[config.mk]
export PLATFORM = sky130hd
export DESIGN_NAME = rvs_regfile_mp_flat
export DESIGN_NICKNAME = d
export VERILOG_FILES = /design/src/rtl/rvs_regfile_mp_pkg.sv /design/src/rtl/rvs_regfile_mp_if.sv /design/src/rtl/rvs_reg_scoreboard.sv /design/src/rtl/rvs_regfile_mp.sv /design/src/flat_wrapper.sv
export SDC_FILE = /design/constraint.sdc
export NUM_CORES = 2
export LEC_CHECK = 0
export CAP_MARGIN = 10
export CORE_UTILIZATION = 60
export DETAILED_ROUTE_END_ITERATION = 6
export HOLD_SLACK_MARGIN = 0.03
export PLACE_DENSITY = 0.84
export SLEW_MARGIN = 20
export SYNTH_ARGS = -nofsm -noshare
export SYNTH_HDL_FRONTEND = slang
export SYNTH_SLANG_ARGS = --single-unit
[constraint.sdc]
create_clock -name clk -period 5.2 [get_ports clk]
set_input_delay 0.52 -clock clk [delete_from_list [all_inputs] [get_ports clk]]
set_output_delay 0.52 -clock clk [all_outputs]
set_load 0.005 [all_outputs]
[src/rtl/rvs_regfile_mp_pkg.sv]
// Shared widths and types for the RVS192 integer register file.
// Latency: n/a (types and constants only).
// Backpressure: n/a.
package rvs_regfile_mp_pkg;

  localparam int DEF_DATA_LENGTH = 32;
  localparam int DEF_REG_DEPTH   = 32;
  localparam int REG_ADDR_W      = $clog2(DEF_REG_DEPTH);

  typedef logic [REG_ADDR_W-1:0]      reg_addr_t;
  typedef logic [DEF_DATA_LENGTH-1:0] reg_data_t;

endpackage

[src/rtl/rvs_regfile_mp_if.sv]
// Bundle of read, writeback and issue signals between the pipeline and the register file.
// Latency: n/a (wiring only).
// Backpressure: none; readiness is reported per read port through rd_ready.
interface rvs_regfile_mp_if #(
  parameter int NUM_RD = 2,
  parameter int NUM_WR = 1,
  parameter int AW     = 5,
  parameter int DW     = 32
);

  logic [NUM_RD-1:0][AW-1:0] rd_addr;
  logic [NUM_RD-1:0][DW-1:0] rd_data;
  logic [NUM_RD-1:0]         rd_ready;
  logic [NUM_WR-1:0]         wr_en;
  logic [NUM_WR-1:0][AW-1:0] wr_addr;
  logic [NUM_WR-1:0][DW-1:0] wr_data;
  logic                      iss_en;
  logic [AW-1:0]             iss_rd;
  logic                      flush;

  // Pipeline side: decode drives read/issue, writeback drives writes.
  modport master (
    output rd_addr, wr_en, wr_addr, wr_data, iss_en, iss_rd, flush,
    input  rd_data, rd_ready
  );

  // Register file side.
  modport slave (
    input  rd_addr, wr_en, wr_addr, wr_data, iss_en, iss_rd, flush,
    output rd_data, rd_ready
  );

endinterface

[src/rtl/rvs_reg_scoreboard.sv]
// Pending-write scoreboard: one bit per register, set on issue, cleared on writeback.
// Latency: state updates at posedge; rd_ready is combinational from current inputs.
// Backpressure: none; decode stalls itself on rd_ready=0.
module rvs_reg_scoreboard #(
  parameter int REG_DEPTH = 32,
  parameter int NUM_RD    = 2,
  parameter int NUM_WR    = 1,
  parameter int AW        = $clog2(REG_DEPTH)
) (
  input  logic                      clk,
  input  logic                      rst,
  input  logic                      iss_en,
  input  logic [AW-1:0]             iss_rd,
  input  logic                      flush,
  input  logic [NUM_WR-1:0]         wr_en,
  input  logic [NUM_WR-1:0][AW-1:0] wr_addr,
  input  logic [NUM_RD-1:0][AW-1:0] rd_addr,
  output logic [NUM_RD-1:0]         rd_ready
);

  logic [REG_DEPTH-1:0] pending_q;
  logic [REG_DEPTH-1:0] pending_d;

  // Next pending vector: flush clears everything, else writebacks clear and issue sets
  // (issue applied last so a newer in-flight producer keeps the register pending).
  always_comb begin
    pending_d = pending_q;
    if (flush) begin
      pending_d = '0;
    end else begin
      for (int p = 0; p < NUM_WR; p++) begin
        if (wr_en[p]) pending_d[wr_addr[p]] = 1'b0;
      end
      if (iss_en && iss_rd != '0) pending_d[iss_rd] = 1'b1;
    end
    pending_d[0] = 1'b0;
  end

  // Pending state; reset overrides issue, writeback and flush.
  always_ff @(posedge clk) begin
    if (rst) pending_q <= '0;
    else     pending_q <= pending_d;
  end

  // A pending register is still usable when its producer writes back this cycle,
  // because the data path bypasses that value.
  always_comb begin
    rd_ready = '0;
    for (int i = 0; i < NUM_RD; i++) begin
      rd_ready[i] = !pending_q[rd_addr[i]];
      for (int p = 0; p < NUM_WR; p++) begin
        if (wr_en[p] && wr_addr[p] == rd_addr[i]) rd_ready[i] = 1'b1;
      end
    end
  end

endmodule

[src/rtl/rvs_regfile_mp.sv]
// Multi-port integer register file with write-to-read bypass and RAW scoreboard.
// Latency: rd_data 0 cycles (RD_REG=0) or 1 cycle (RD_REG=1); rd_ready always combinational.
// Backpressure: none; consumers stall on rd_ready=0.
module rvs_regfile_mp
  import rvs_regfile_mp_pkg::*;
#(
  parameter int DATA_LENGTH = DEF_DATA_LENGTH,
  parameter int REG_DEPTH   = DEF_REG_DEPTH,
  parameter int NUM_RD      = 2,
  parameter int NUM_WR      = 1,
  parameter bit RD_REG      = 1'b1
) (
  input  logic              clk,
  input  logic              rst,
  rvs_regfile_mp_if.slave   bus
);

  localparam int AW = $clog2(REG_DEPTH);

  logic [DATA_LENGTH-1:0] reg_q [REG_DEPTH];
  logic [DATA_LENGTH-1:0] reg_d [REG_DEPTH];

  // Write decode: ports applied in ascending order so the highest index wins a collision;
  // x0 is never written.
  always_comb begin
    reg_d = reg_q;
    for (int p = 0; p < NUM_WR; p++) begin
      if (bus.wr_en[p] && bus.wr_addr[p] != '0) reg_d[bus.wr_addr[p]] = bus.wr_data[p];
    end
    reg_d[0] = '0;
  end

  // Storage array; reset clears every register, overriding same-cycle writes.
  always_ff @(posedge clk) begin
    if (rst) begin
      for (int r = 0; r < REG_DEPTH; r++) reg_q[r] <= '0;
    end else begin
      reg_q <= reg_d;
    end
  end

  for (genvar i = 0; i < NUM_RD; i++) begin : g_rd
    logic [DATA_LENGTH-1:0] byp;

    // Bypass mux: a same-cycle write to the read address is forwarded, highest port wins;
    // x0 always reads zero.
    always_comb begin
      byp = reg_q[bus.rd_addr[i]];
      for (int p = 0; p < NUM_WR; p++) begin
        if (bus.wr_en[p] && bus.wr_addr[p] == bus.rd_addr[i]) byp = bus.wr_data[p];
      end
      if (bus.rd_addr[i] == '0) byp = '0;
    end

    if (RD_REG) begin : g_reg
      logic [DATA_LENGTH-1:0] rd_data_q;
      logic [DATA_LENGTH-1:0] rd_data_d;

      // Registered read samples the bypassed value, so writes of this edge are visible.
      always_comb begin
        rd_data_d = byp;
      end

      // Read output register.
      always_ff @(posedge clk) begin
        if (rst) rd_data_q <= '0;
        else     rd_data_q <= rd_data_d;
      end

      assign bus.rd_data[i] = rd_data_q;
    end else begin : g_comb
      assign bus.rd_data[i] = byp;
    end
  end

  rvs_reg_scoreboard #(
    .REG_DEPTH (REG_DEPTH),
    .NUM_RD    (NUM_RD),
    .NUM_WR    (NUM_WR),
    .AW        (AW)
  ) u_sb (
    .clk      (clk),
    .rst      (rst),
    .iss_en   (bus.iss_en),
    .iss_rd   (bus.iss_rd),
    .flush    (bus.flush),
    .wr_en    (bus.wr_en),
    .wr_addr  (bus.wr_addr),
    .rd_addr  (bus.rd_addr),
    .rd_ready (bus.rd_ready)
  );

endmodule

[src/flat_wrapper.sv]
// flat-port wrapper written by rule: the top's interface ports become plain ports
module rvs_regfile_mp_flat import rvs_regfile_mp_pkg::*;
#(
  parameter int DATA_LENGTH = DEF_DATA_LENGTH,
  parameter int REG_DEPTH   = DEF_REG_DEPTH,
  parameter int NUM_RD      = 2,
  parameter int NUM_WR      = 1,
  parameter bit RD_REG      = 1'b1
)
  (clk, rst, bus_rd_addr, bus_wr_en, bus_wr_addr, bus_wr_data, bus_iss_en, bus_iss_rd, bus_flush, bus_rd_data, bus_rd_ready);
  rvs_regfile_mp_if #(.NUM_RD(NUM_RD), .NUM_WR(NUM_WR), .AW(5), .DW(32)) bus_i ();
  input  logic clk;
  input  logic rst;
  input wire logic [$bits(bus_i.rd_addr)-1:0] bus_rd_addr;
  input wire logic [$bits(bus_i.wr_en)-1:0] bus_wr_en;
  input wire logic [$bits(bus_i.wr_addr)-1:0] bus_wr_addr;
  input wire logic [$bits(bus_i.wr_data)-1:0] bus_wr_data;
  input wire logic [$bits(bus_i.iss_en)-1:0] bus_iss_en;
  input wire logic [$bits(bus_i.iss_rd)-1:0] bus_iss_rd;
  input wire logic [$bits(bus_i.flush)-1:0] bus_flush;
  output wire logic [$bits(bus_i.rd_data)-1:0] bus_rd_data;
  output wire logic [$bits(bus_i.rd_ready)-1:0] bus_rd_ready;
  assign bus_i.rd_addr = bus_rd_addr;
  assign bus_i.wr_en = bus_wr_en;
  assign bus_i.wr_addr = bus_wr_addr;
  assign bus_i.wr_data = bus_wr_data;
  assign bus_i.iss_en = bus_iss_en;
  assign bus_i.iss_rd = bus_iss_rd;
  assign bus_i.flush = bus_flush;
  assign bus_rd_data = bus_i.rd_data;
  assign bus_rd_ready = bus_i.rd_ready;
  rvs_regfile_mp #(.DATA_LENGTH(DATA_LENGTH), .REG_DEPTH(REG_DEPTH), .NUM_RD(NUM_RD), .NUM_WR(NUM_WR), .RD_REG(RD_REG)) u_core (.clk(clk), .rst(rst), .bus(bus_i));
endmodule
## Yosys cells after proc, flatten, opt, wreduce, memory -nomap -nowiden

Cells that the tools add are included.
W data, S select, Z words.

| word-level totals | value |
|---|---|
| register bits after elaboration | 1088 |
| bits in latches | 0 |
| bits in writable memories | 0 |
| memory bits (read-only) | 0 |
| input bits | 57 |
| output and inout port bits | 66 |
| word-level logic and storage cells | 93 |
| memories | 0 |

| operators by class | value |
|---|---|
| add/subtract/negate cells | 0 |
| multiply operators | 0 |
| divide/modulo/power cells | 0 |
| order comparisons | 10 |
| equality and inequality tests | 2 |
| shifts and indexed selects | 0 |
| muxes and demuxes | 24 |
| bitwise operators | 6 |
| reduce and logical (&&, ||, !) cells | 16 |

Operator list:

| operator | count |
|---|---|
| $bwmux W1024 | 1 |
| $bmux W32 S5 | 2 |
| $mux W32 | 10 |
| $demux W32 S5 | 1 |
| $and A32 B32 Y32 | 1 |
| $not A32 Y32 | 1 |
| $or A32 B32 Y32 | 1 |
| $lt A5 B6 Y1 const B | 4 |
| $ge A6 B6 Y1 const B | 3 |
| $not A5 Y6 | 3 |
| $bmux W1 S5 | 2 |
| $demux W1 S5 | 2 |
| $eq A5 B5 Y1 | 2 |
| $ge A5 B1 Y1 const B | 2 |
| $logic_not A5 Y1 | 2 |
| $reduce_bool A5 Y1 | 2 |
| $logic_and A1 B1 Y1 | 7 |
| $lt A6 B1 Y1 const B | 1 |
| $mux W1 | 6 |
| $reduce_or A2 Y1 | 3 |
| $logic_not A1 Y1 | 2 |

## Logic depth before layout (Yosys ltp)

| logic depth | value |
|---|---|
| depth in word-level cells | 10 |
| depth in mapped cells | 10 |
| mapped depth without buffers | 5 |

## Modules after synthesis

A second synthesis with hierarchy kept.

| unflattened totals | value |
|---|---|
| cell total of the unflattened synthesis | 6401 |
| area, all modules | 54747.5 um^2 |

By module, submodules not included:

| module | instances | cells each | area an instance (um^2) | sequential area each (um^2) |
|---|---|---|---|---|
| rvs_regfile_mp | 1 | 6169 | 52770.6 | 21140.3 |
| rvs_reg_scoreboard | 1 | 232 | 1976.9 | 620.6 |

## Worst setup path after synthesis

OpenSTA, ideal clock, no wires.

| timing path | value |
|---|---|
| kind | input port to output port |
| start point | input port bus_rd_addr[2] |
| end point | output port bus_rd_ready[0] |
| arrival time | 2152 ps |
| required time | 4680 ps |
| slack | 2528 ps |
| stages | 7 |
| path buffers | 4 |
| path through | buf_2 buf_2 buf_1 clkbuf_1 mux4_2 mux2_2 nand2_1 |

| between the ends | value |
|---|---|
| longest elaborated chain between the ends | 4 |
| elaborated cells between the ends (all ways) | 6 |
| those cells by class | eq/ne (1); mux (3); reduce/logical (2) |

Ends and longest elaborated chain:

| item | RTL line | text |
|---|---|---|
| start: declaration | flat_wrapper.sv:14 | `input wire logic [$bits(bus_i.rd_addr)-1:0] bus_rd_addr;` |
| $bmux W1 S5 | rvs_reg_scoreboard.sv:50 | `rd_ready[i] = !pending_q[rd_addr[i]];` |
| $mux W1 (implied by the code) | rvs_reg_scoreboard.sv:50 |  |
| $logic_not A1 Y1 | rvs_reg_scoreboard.sv:50 |  |
| $mux W1 (*) | rvs_reg_scoreboard.sv:52 | `if (wr_en[p] && wr_addr[p] == rd_addr[i]) rd_ready[i] = 1'b1;` |
| end: declaration | flat_wrapper.sv:22 | `output wire logic [$bits(bus_i.rd_ready)-1:0] bus_rd_ready;` |

Every way passes the cells marked *; elsewhere a longest branch is shown, timed or not. The select of a mux whose other input is x is not followed.

## Final worst setup path

| timing path | value |
|---|---|
| start point | input port bus_rd_addr[1] |
| end point | output port bus_rd_ready[0] |

The elaborated chain is that of the path after synthesis.

==> qor.csv <==
metric,value,unit
status,"complete, but fails checks",
failing checks,design-rule violations,
setup bufs post-CTS,0,
CTS H-tree depth,3,
gr usage total,45.1,%
Final Skew,0.0311,ns
Simple-Gate Fraction of Synth Area,17.8,%
CP Launch Type,input port,
hold buffer count at cts,0,
largest net degree at the start of global routing,223,
GPL Wtd Cong,0.986,
period utilization,73.3,%
largest cells by area after synthesis,"dfxtp_1 (40%), mux4_2 (16%), nand2_1 (14%)",
Vias,53500,
# rows,109,
Yosys reg bits,1087,
"Req. time, crit path",4.68,ns
Syn Area/Cell,8.51,um^2
"commonest non-fill, non-tap cells in the layout","nand2_1 (2076), dfxtp_1 (1087), a21oi_1 (1032)",
setup TNS,0,ns
Place WS,1.44,ns
sequential fraction of the synthesis area,40.1,%
FMAX,0.262,GHz
Final Slew Violations,0,
Final nets,6136,
via-per-instance ratio,7.28,
Die Span X,303,um
initial antenna violation count,29,
DR WL/cell,28.8,um
synth unique cells,56,
CTS resizes,0,
Num CTS Buffers,109,
Final Setup Violations,0,
Worst-Margin Slew,1.41,ns
Initial DRT Pass Iterations,7,
Max transition margin,5.04,%
worst hold stages,2,
initial core utilization,61.0,%
P per Cell Area,314,mW/mm^2
post-synthesis compound-gate area fraction,15.2,%
top-area cell type share of the netlist area,40.1,%
ys flop type,dfxtp_1,
storage element area,0.0218,mm^2
Final HPWL DP,124000,um
final hold vios,0,
VDD IR max,258,uV
clk root buf,clkbuf_16,
area of the core,0.0889,mm^2
Die Ht,303,um
GR Overflow Total,0,
CP Class,in2out,
"critical path fanouts, max",97,
I/O Pins,123,
Mapped Nets,6430,
"commonest non-fill, non-tap cell in the layout",nand2_1,
Post-synth EDFFs,0,
Clock Tree Buf Depth,3,
CTS tree,built,
Reg2Reg Depth,5,
vias in the first global route,50500,
RSZ-0062 raised after global routing,false,
Synth Instances,6373,
Final WS setup,1.39,ns
synthesized-area fraction occupied by adder cells,0,%
Final Cell Area,0.0596,mm^2
Max-Cap Viols,0,
"Cell Area, Placed",0.0556,mm^2
XOR/XNOR Fraction of Synth Area,0.161,%
worst skew pair latency,0.72,ns
Residual DRC,117,
largest family of logic cells by synthesized area,multiplexers,
Leakage,19.6,nW
share of layout cells above drive strength 1,14.7,%
Worst-path clk slew,0.06,ns
yosys warns,0,
# fillers,6576,
"Async S/R FF share, synth",0,%
final wirelength,211000,um
Yosys top cell by area,dfxtp_1,
Hold WS,0.311,ns
die area,0.0916,mm^2
ANT nets after route,0,
first-pass GRT wire length,310000,um
CP endpoint kind,primary output,
layout overhead on the synthesized area,9.93,%
fin crit period,3.81,ns
initial drt markers,11000,
multi-input gate area in the final layout,0.0299,mm^2
post-synth design cell area,0.0543,mm^2
Hold Path Class,in2reg,
Port Buf Inserts,122,
mux contribution to synthesized area,21.3,%
CTS sink count,1087,
Critical Path AT,3.29,ns
[sequential cells by signal (all words and copies together), names as in the netlist]
signal / flops
u_core.u_sb.pending_q: 31
u_core.reg_q: 992
u_core.g_rd.g_reg.rd_data_q: 64
[cell families after synthesis]
kind of cell / after synthesis
AOI/OAI and AO/OA: 1461
xor gates and xnor gates: 10
buffers and inverters: 690
DFF: 1087
muxes: 663
and+or+nand+nor: 2462
[layer usage]
metal	vias to the layer above	track usage, %	wire length (um)
met5	-	1.09	413
met4	40	31.8	18900
met3	1644	22.6	39800
met2	5286	63.3	86000
met1	24900	53.4	66200
li1	21600	-	-
[synth_stat cells, types with 30 or more instances]
cell,n
nand2_1,2091
dfxtp_1,1087
a21oi_1,1032
clkbuf_1,494
mux4_2,381
nor2_1,218
mux2i_1,165
mux2_2,117
a22oi_1,102
o22ai_1,82
buf_2,78
o21ai_0,54
o221ai_1,49
a31oi_1,42
buf_4,40
nor2b_1,32
o311ai_0,30
[report_power, final]
part	switching [W]	internal, W	total, W
registers	0.000111	0.00841	0.00852
logic	0.00111	0.000477	0.00159
clock network	0.00357	0.00505	0.00861
[path summary, 6_finish.rpt]
check | slack (ns) | start | to
hold / removal | 0.31 | rst | u_core.reg_q[722]
hold reg to reg | 0.46 | u_core.reg_q[153] | u_core.reg_q[153]
setup / recovery | 1.39 | bus_rd_addr[1] | bus_rd_ready[0]
setup reg to reg | 2.76 | u_core.reg_q[978] | u_core.g_rd[0].g_reg.rd_data_q[18]
[layout make-up]
type | count | area share, %
inverter | 18 | 0.113
clock buffer | 157 | 5.47
sequential | 1087 | 36.5
multi-input combinational | 4596 | 50.1
tap | 1165 | 2.44
clock inverter | 48 | 1.06
antenna | 13 | 0.0545
timing repair buffer | 267 | 4.29
[critical path: stages]
cell	delay, ns
buf_8	0.72
mux2_2	0.43
a22o_1	0.23
mux4_2	0.45
mux2_2	0.28
nand2_1	0.09
clkdlybuf4s50_1	0.51
[metrics by stage]
stage | utilization [%] | cells | power, W
after global routing | 67.1 | 7342 | 0.0190
after floorplan | - | 6373 | 0.00959
after global placement | 62.4 | 7126 | 0.0101
after CTS | 66.9 | 7334 | 0.0185
final | 67.1 | 7351 | 0.0187
after detailed placement | 62.5 | 7129 | 0.0102
No activity file was read; power rests on OpenSTA's default activity.
